**src/rtl/pipelined_adder.sv**
```systemverilog
// pipelined_adder: parametrised, pipelined, registered adder/subtractor.
//   Operands split into STAGES chunks of CW = WIDTH/STAGES bits. Stage k adds
//   chunk k plus the carry registered by stage k-1. Valid/ready on both sides
//   with a global stall; one result per cycle in steady state.
// Ports:
//   clk, reset     - clock (rising edge), asynchronous active-low reset
//   in_valid/in_ready, a, b, c_in, sub - operand bundle handshake and payload
//   out_valid/out_ready, sum, c_out, ovf - result bundle handshake and payload
//   sub=0: a+b+c_in ; sub=1: a-b-c_in (c_out=1 means no borrow)
module pipelined_adder #(
    parameter int unsigned WIDTH  = 16,
    parameter int unsigned STAGES = 4
) (
    input  logic             clk,
    input  logic             reset,
    input  logic             in_valid,
    output logic             in_ready,
    input  logic [WIDTH-1:0] a,
    input  logic [WIDTH-1:0] b,
    input  logic             c_in,
    input  logic             sub,
    output logic             out_valid,
    input  logic             out_ready,
    output logic [WIDTH-1:0] sum,
    output logic             c_out,
    output logic             ovf
);

    localparam int unsigned CW   = WIDTH / STAGES;
    localparam int unsigned CW1  = CW + 1;
    localparam int unsigned LAST = STAGES - 1;

    // Per-stage registers: valid, chunk carry, deskewed result, skewed operands
    logic             vld_q [STAGES];
    logic             cy_q  [STAGES];
    logic [WIDTH-1:0] res_q [STAGES];
    logic [WIDTH-1:0] opa_q [STAGES];
    logic [WIDTH-1:0] opb_q [STAGES];
    logic             ovf_q;

    // Per-stage inputs (what each stage sees this cycle)
    logic             si_vld [STAGES];
    logic             si_cy  [STAGES];
    logic [WIDTH-1:0] si_res [STAGES];
    logic [WIDTH-1:0] si_a   [STAGES];
    logic [WIDTH-1:0] si_b   [STAGES];

    // Per-stage combinational results
    logic [CW:0]      ch     [STAGES];
    logic [WIDTH-1:0] nres   [STAGES];
    logic             ovf_d;

    logic             stall;

    // Global stall: everything holds while a result waits at the output
    assign stall     = vld_q[LAST] & ~out_ready;
    assign in_ready  = ~stall;
    assign out_valid = vld_q[LAST];
    assign sum       = res_q[LAST];
    assign c_out     = cy_q[LAST];
    assign ovf       = ovf_q;

    // Stage input selection: stage 0 from the port (subtract mapped to add), others from the previous slot
    always_comb begin
        for (int unsigned k = 0; k < STAGES; k++) begin
            si_vld[k] = 1'b0;
            si_cy[k]  = 1'b0;
            si_res[k] = '0;
            si_a[k]   = '0;
            si_b[k]   = '0;
        end
        si_vld[0] = in_valid;
        si_cy[0]  = sub ^ c_in;
        si_res[0] = '0;
        si_a[0]   = a;
        si_b[0]   = sub ? ~b : b;
        for (int unsigned k = 1; k < STAGES; k++) begin
            si_vld[k] = vld_q[k-1];
            si_cy[k]  = cy_q[k-1];
            si_res[k] = res_q[k-1];
            si_a[k]   = opa_q[k-1];
            si_b[k]   = opb_q[k-1];
        end
    end

    // Chunk adders; each stage merges its chunk sum into the deskew word
    always_comb begin
        for (int unsigned k = 0; k < STAGES; k++) begin
            ch[k]   = CW1'(si_a[k][k*CW +: CW]) + CW1'(si_b[k][k*CW +: CW]) + CW1'(si_cy[k]);
            nres[k] = si_res[k] | (WIDTH'(ch[k][CW-1:0]) << (k*CW));
        end
        // Carry into the MSB equals a^b^sum at the MSB, so ovf needs no extra adder split
        ovf_d = si_a[LAST][WIDTH-1] ^ si_b[LAST][WIDTH-1] ^ nres[LAST][WIDTH-1] ^ ch[LAST][CW];
    end

    // Pipeline registers; the last slot only captures data for valid bundles so outputs hold across bubbles
    always_ff @(posedge clk or negedge reset) begin
        if (!reset) begin
            for (int unsigned k = 0; k < STAGES; k++) begin
                vld_q[k] <= 1'b0;
                cy_q[k]  <= 1'b0;
                res_q[k] <= '0;
                opa_q[k] <= '0;
                opb_q[k] <= '0;
            end
            ovf_q <= 1'b0;
        end else if (!stall) begin
            for (int unsigned k = 0; k < STAGES; k++) begin
                vld_q[k] <= si_vld[k];
                opa_q[k] <= si_a[k];
                opb_q[k] <= si_b[k];
                if (k != LAST || si_vld[k]) begin
                    cy_q[k]  <= ch[k][CW];
                    res_q[k] <= nres[k];
                end
            end
            if (si_vld[LAST]) begin
                ovf_q <= ovf_d;
            end
        end
    end

endmodule

```
**config.mk**
```make
export PLATFORM = sky130hd
export DESIGN_NAME = pipelined_adder
export DESIGN_NICKNAME = d
export VERILOG_FILES = /design/src/rtl/pipelined_adder.sv
export SDC_FILE = /design/constraint.sdc
export NUM_CORES = 1
export LEC_CHECK = 0
export ABC_CLOCK_PERIOD_IN_PS = 4350
export BUFFER_PORTS_ARGS = -buffer_cell sky130_fd_sc_hd__buf_4
export CAP_MARGIN = 20
export CORE_AREA = 2 2 128 105
export DETAILED_ROUTE_END_ITERATION = 7
export DIE_AREA = 0 0 130 107
export PLACE_DENSITY = 0.48
export SYNTH_ARGS = -nofsm -noshare
export SYNTH_HDL_FRONTEND = slang
export SYNTH_SLANG_ARGS = --single-unit
```
**constraint.sdc**
```tcl
create_clock -name clk -period 4.35 [get_ports clk]
set_clock_uncertainty 0.05 [all_clocks]
set_input_delay 0.435 -clock clk [delete_from_list [all_inputs] [get_ports clk]]
set_output_delay 0.435 -clock clk [all_outputs]
set_load 0.005 [all_outputs]
```
==> qor_table.md, run 1 <==
| Parameter | This run | Unit |
|:---|:---|:---|
| Multi-input gate area in the final layout | 0.001729 | mm2 |
| Routed WL per cell | 12.10 | um |
| DR vias | 2,764 | - |
| Critical path fanouts, max | 2 | - |
| Worst flop-to-flop path endpoint | ovf | - |
| Seq pwr share | 42.7 | % |
| Fill cell count | 1,280 | - |
| Die Footprint | 0.01391 | mm2 |
| Post-CTS Setup Bufs | 0 | - |
| Worst min-delay path class | input pin to asynchronous set/reset pin | - |
| Post-Layout Cell Count | 654 | - |
| Status | finished, final reports clean | - |
| Type of the worst setup path | flop to flop | - |
| Iter 0 DRT Violations | 174 | - |
| Clock transition time at the flip-flop clock pins of the worst setup and hold paths | 70 | ps |
| Initial DRT Pass Iterations | 4 | - |
| Warnings from Yosys | 0 | - |
| Placed cells | 638 | - |
| Vertical extent of the die | 107 | um |
| Avg Cell Area, Syn | 10.17 | um2 |
| Floorplan row count | 37 | - |
| Via count of the first global-routing pass | 2,769 | - |
| Root buf cell | clkbuf_16 | - |
| Post-route fraction of the period consumed by the critical path | 47.60 | % |
| Clk_lat worst skew | 340 | ps |
| Cells after synthesis | 426 | - |
| Normalized max-slew margin | 44.71 | % |
| Net switching component of the power | 0.001206 | W |
| First-pass GRT wire length | 13.50 | mm |
| Top area cells in the synthesized netlist | dfrtp_1 56%, nand2_1 16%, mux2_4 4.2% | - |
| Number of buffers inserted by hold repair at cts | 0 | - |
| RSZ-0062 raised after global routing | no | - |
| Antenna-violating nets left | 0 | - |
| H-tree depth | 3 | - |
| Initial core utilization | 34.27 | % |
| Number of max-cap violations | 0 | - |
| Gp weighted congestion | 0.7208 | - |
| Post-Syn Area | 0.004332 | mm2 |
| Share of total power consumed by net switching | 33.43 | % |
| Antenna violations before repair | 0 | - |
| Endpoint arrival time on the critical path | 2230 | ps |
| Critical Path Start | cy_q[1] | - |
| Congestion Overflow GR | 0 | - |
| Largest net degree at the start of global routing | 87 | - |
| Mean number of vias per cell | 4.226 | - |
| Net count of the mapped netlist | 484 | - |
| Area growth from synthesis to final layout | 19.32 | % |
| Worst setup EP type | flop | - |
| Storage cell area | 0.002427 | mm2 |
| Dominant combinational cell family by area after synthesis | simple AND/OR/NAND/NOR gates | - |
| Relative contribution of the clock network to total power | 22.7 | % |
| Count of cells resized by post-cts repair | 0 | - |
| Post-synthesis simple-gate area fraction | 17.71 | % |
| Reg2Reg Depth | 6 | - |
| Max rail drop VDD | 0.2901 | mV |
| Share of Yosys cell area claimed by the top area cell type | 56.04 | % |
| Die Width | 130 | um |
| Nature of the critical path startpoint | flop | - |
| Max Root-Sink Buffers | 2 | - |
| Total detailed-routing wirelength | 7.916 | mm |
| Count of final hold-check violations | 0 | - |
| # nets final | 532 | - |
| PwrDens | 697.7 | mW/mm2 |
| Number of enable-type register cells in the synthesized netlist | 0 | - |
| TritonCTS sink count | 97 | - |
| GRT Util Overall | 12.33 | % |
| Final count of pins violating max slew | 0 | - |
| Total of endpoints with negative setup slack in the final report | 0 | - |
| Internal power of the cells | 0.002401 | W |
| Most used standard cell by instance count after synthesis | nand2_1 | - |
| Register bit count reported by yosys | 97 | - |
| Critical path data required time | 4510 | ps |
| Primary FF master, synth | dfrtp_1 | - |
| Library cell with the largest summed area after synthesis | dfrtp_1 | - |
| Min cycle time layout | 2071 | ps |
| Post-synthesis compound-gate area fraction | 5.315 | % |
| Cts bufs inserted | 9 | - |
| Fraction of final layout cells with drive strength greater than 1 | 19.21 | % |
| Mux share of post-synthesis cell area | 4.679 | % |
| I/O pins | 58 | - |
| Synth Area in Adders | 7.163 | % |
| Leak pwr | 2.615 | nW |
| Reg-to-Reg Start | cy_q[1] | - |
| Remaining design rule violation count | 0 | - |
| Input/output buffers | 57 | - |
| Portion of total power attributed to combinational logic | 34.5 | % |
| Part of the Yosys area used for sequential elements | 56.04 | % |
| Worst setup path endpoint | ovf | - |
| Synth Area in XOR/XNOR | 5.055 | % |
| Standard cell core area | 0.01264 | mm2 |
| Most frequent cells after synthesis | 182 x nand2_1, 97 x dfrtp_1, 25 x o21ai_0 | - |
| TNS Setup | 0 | ps |
| Hpwl dp | 5.273 | mm |
| Asr flop ratio synth | 100.0 | % |
| Worst slew pin tran | 829.4 | ps |
| Post-synth cell types | 25 | - |
| Clock tree from TritonCTS | built | - |
| Reg2reg setup slack | 2280 | ps |
| Fmax | 482.9 | MHz |
| Final antenna diode count | 0 | - |
-- registers in the layout, indices dropped and copies added, names as in the netlist --
| signal | count |
|---|---|
| opa_q | 24 |
| cy_q | 3 |
| out_valid | 1 |
| res_q | 24 |
| sum | 16 |
| opb_q | 24 |
| c_out | 1 |
| si_vld | 3 |
| ovf | 1 |
-- critical path, cell delays in order (launching register included) --
cell and delay, ps:
dfrtp_1 410, fa_1 460, fa_1 410, a21o_1 190, a21oi_1 210, xnor2_1 140, o21ai_0 80
-- cell usage in the layout, fill, tap and decap left out, drive strengths merged, types with 7 or more instances in the layout --
cell type,netlist,layout
dfrtp,97,97
mux2,14,14
xor2,10,10
a21oi,12,12
nand2,183,183
clkbuf,3,10
o21ai,25,25
ha,12,12
fa,8,8
buf,19,59
nor2,7,7
xnor2,15,15
inv,9,12
-- how the worst min path moves through the flow --
stage / start / end / cells after the start / slack [ps]
floorplan: reset / c_out / 0 / 90
global placement: opa_q[47] / opa_q[47] / 2 / 400
detailed placement: res_q[22] / res_q[22] / 2 / 410
CTS: reset / opb_q[54] / 1 / 170
global route: reset / opb_q[54] / 1 / 210
finish: reset / opb_q[54] / 1 / 140
-- cell type report --
class	count	share of cell area, %
inverter	9	0.7504
sequential	97	46.96
clock buffer	10	4.624
multi-input combinational	298	33.45
tap	175	4.236
clock inverter	6	1.404
timing repair buffer	59	8.569
-- power by group through the flow --
| stage | sequential, W | combinational [W] | clock [W] |
|---|---|---|---|
| 5_1_grt | 0.00159 | 0.00143 | 0.000883 |
| 4_1_cts | 0.00155 | 0.00128 | 0.000847 |
| 3_5_place_dp | 0.00156 | 0.00127 | 0 |
| 3_3_place_gp | 0.00155 | 0.00125 | 0 |
| 6_report | 0.00154 | 0.00125 | 0.000820 |
| 2_1_floorplan | 0.00150 | 0.000946 | 0 |
-- metal layers --
metal | vias to the layer above | wire length [um] | GRT usage (%)
met5 | - | 0 | 0
met4 | 0 | 123 | 5.300
met3 | 9 | 276 | 2.395
met2 | 49 | 3099 | 16.53
met1 | 1264 | 4418 | 19.10
li1 | 1442 | - | -
-- stage by stage --
stage                     util [%]  worst slack, ps  area [um2]  hold WS [ps]  power (W)
final                        40.90             2279        5169         140.5   0.003606
after global routing         40.90             2158        5169         210.0   0.003910
after CTS                    40.90             2260        5169         168.0   0.003670
after detailed placement     38.43             1899        4857         406.6   0.002833
after global placement       38.43             1977        4857         400.0   0.002803
after floorplan                  -             1951        4332         89.41   0.002450
-- cell families after synthesis --
| logic type | after synthesis |
|---|---|
| simple gates | 196 |
| mux | 14 |
| flops | 97 |
| fa+ha+maj | 20 |
| buf+inv | 31 |
| compound gates | 43 |
| xor+xnor | 25 |
Note: power is estimated with default switching activity, not from simulation.
==> run 2: changes to the inputs <==
Settings changed: ABC_CLOCK_PERIOD_IN_PS 4350 to 2050.
Clock period 4.35 ns to 2.05 ns, I/O delays scaled along.
==> qor_table.md, run 2 (synthesized netlist as in run 1, its figures left out) <==
| Parameter | This run | Unit |
|:---|:---|:---|
| Fraction of final layout cells with drive strength greater than 1 | 20.62 | % |
| Max Root-Sink Buffers | 2 | - |
| Number of max-cap violations | 0 | - |
| Terminating pin of the worst hold path | opa_q[63] | - |
| Antenna violations before repair | 0 | - |
| Iter 0 DRT Violations | 169 | - |
| GRT Util Overall | 12.80 | % |
| Total detailed-routing wirelength | 8.057 | mm |
| Most common cell after layout, fill and taps aside | nand2_1 | - |
| Vertical extent of the die | 107 | um |
| Regs by FF count | opa_q (24), opb_q (24), res_q (24) | - |
| PwrDens | 1467 | mW/mm2 |
| DR vias | 2,802 | - |
| Reg2reg setup slack | 120 | ps |
| Initial DRT Pass Iterations | 4 | - |
| Standard cell core area | 0.01264 | mm2 |
| Startpoint of the tightest hold check path | a[15] | - |
| Fmax | 518.2 | MHz |
| Fill cell count | 1,292 | - |
| Endpoint arrival time on the critical path | 2090 | ps |
| Gp weighted congestion | 0.7428 | - |
| Largest net degree at the start of global routing | 87 | - |
| Final count of pins violating max slew | 0 | - |
| Critical path data required time | 2210 | ps |
| Post-route fraction of the period consumed by the critical path | 94.14 | % |
| Routed WL per cell | 12.21 | um |
| Initial core utilization | 34.27 | % |
| Via count of the first global-routing pass | 2,900 | - |
| Total of endpoints with negative setup slack in the final report | 0 | - |
| Area growth from synthesis to final layout | 21.14 | % |
| TNS Setup | 0 | ps |
| Clock transition time at the flip-flop clock pins of the worst setup and hold paths | 70 | ps |
| Hpwl dp | 5.706 | mm |
| Reg-to-Reg Start | cy_q[1] | - |
| Worst setup EP type | flop | - |
| Count of final hold-check violations | 0 | - |
| Status | finished, final reports clean | - |
| Clk_lat worst skew | 330 | ps |
| I/O pins | 58 | - |
| Critical path fanouts, max | 2 | - |
| First-pass GRT wire length | 14.06 | mm |
| Antenna-violating nets left | 0 | - |
| Worst slew pin tran | 351.6 | ps |
| Nature of the critical path startpoint | flop | - |
| Min cycle time layout | 1930 | ps |
| Leak pwr | 2.645 | nW |
| Remaining design rule violation count | 0 | - |
| Mean number of vias per cell | 4.245 | - |
| Normalized max-slew margin | 76.56 | % |
| Type of the worst setup path | flop to flop | - |
| Die Footprint | 0.01391 | mm2 |
| Leading cell types in the layout, fill and taps excluded | 182 x nand2_1, 97 x dfrtp_1, 62 x buf_4 | - |
| Reg2Reg Depth | 6 | - |
| RSZ-0062 raised after global routing | no | - |
| Final antenna diode count | 0 | - |
| Congestion Overflow GR | 0 | - |
| Input/output buffers | 57 | - |
| TritonCTS sink count | 97 | - |
| Worst flop-to-flop path endpoint | ovf | - |
| Die Width | 130 | um |
| # nets final | 538 | - |
| Clock tree from TritonCTS | built | - |
| Max rail drop VDD | 0.4803 | mV |
| Worst min-delay path class | input pin to flop | - |
| Cts bufs inserted | 9 | - |
| H-tree depth | 3 | - |
| Root buf cell | clkbuf_16 | - |
| Power consumption | 0.007698 | W |
| Hold Path Depth | 3 | - |
| Floorplan row count | 37 | - |
| Post-CTS Setup Bufs | 0 | - |
run 2: cell types whose count changed in the layout (fill, tap and decap cells not counted), sizes merged:
cell / before / now
dlygate4sd3: 0 / 1
clkbuf: 10 / 11
buf: 59 / 64
inv: 12 / 10
clkinv: 1 / 2
run 2: worst max-delay path by stage:
stage            start  slack, ps  endpoint  cells after the start
2_1_floorplan      sub         20   cy_q[3]                      8
3_3_place_gp   cy_q[1]         30       ovf                      6
3_5_place_dp   cy_q[1]        -10       ovf                      6
4_1_cts        cy_q[1]         30       ovf                      6
5_1_grt        cy_q[1]          6       ovf                      6
6_report       cy_q[1]        120       ovf                      6
run 2: per-layer routing:
layer	global-route usage, %	part of all wire [%]	up-vias
li1	-	-	1454
met4	5.300	1.8	0
met1	18.73	54	1288
met3	2.295	3.4	10
met2	18.62	41	50
met5	0	0	-
run 2: worst max-delay path: stages (launching register included):
cell     delay [ps]
dfrtp_1         400
fa_2            410
fa_1            380
a21o_1          200
a21oi_2         160
xnor2_1         130
o21ai_1          80
run 2: cell type report:
| cell class | instances | area [um2] | share of cell area (%) |
|---|---|---|---|
| Sequential cell | 97 | 2427 | 46.26 |
| Multi-Input combinational cell | 298 | 1740 | 33.17 |
| Clock inverter | 5 | 63.81 | 1.216 |
| Timing Repair Buffer | 65 | 515.5 | 9.824 |
| Tap cell | 175 | 219.0 | 4.173 |
| Inverter | 9 | 38.79 | 0.7392 |
| Clock buffer | 11 | 242.7 | 4.626 |
run 2: where the power goes:
| part | switching [W] | internal (W) | total (W) |
|---|---|---|---|
| logic | 0.00135 | 0.00139 | 0.00274 |
| registers | 0.000497 | 0.00277 | 0.00327 |
| clock network | 0.000708 | 0.000988 | 0.00170 |
| total | 0.00255 | 0.00515 | 0.00770 |
run 2: metrics by stage:
step                std cells  area [um2]  hold WS (ps)  util [%]  worst slack (ps)
detailed placement        643        4925         80.24     38.97            -12.86
finish                    660        5248         12.85     41.52             120.1
global route              660        5248         13.78     41.52             5.615
floorplan                 426        4340        -140.6         -             24.93
CTS                       660        5245         1.567     41.50             27.68
global placement          643        4925         78.74     38.97             32.50
run 2: what timing repair did:
action	4_1_cts	5_1_grt
hold endpoints to repair	22	0
gates resized for setup	1	2
hold buffers	1	0
gates cloned	0	0
endpoints found under the setup margin	1	1
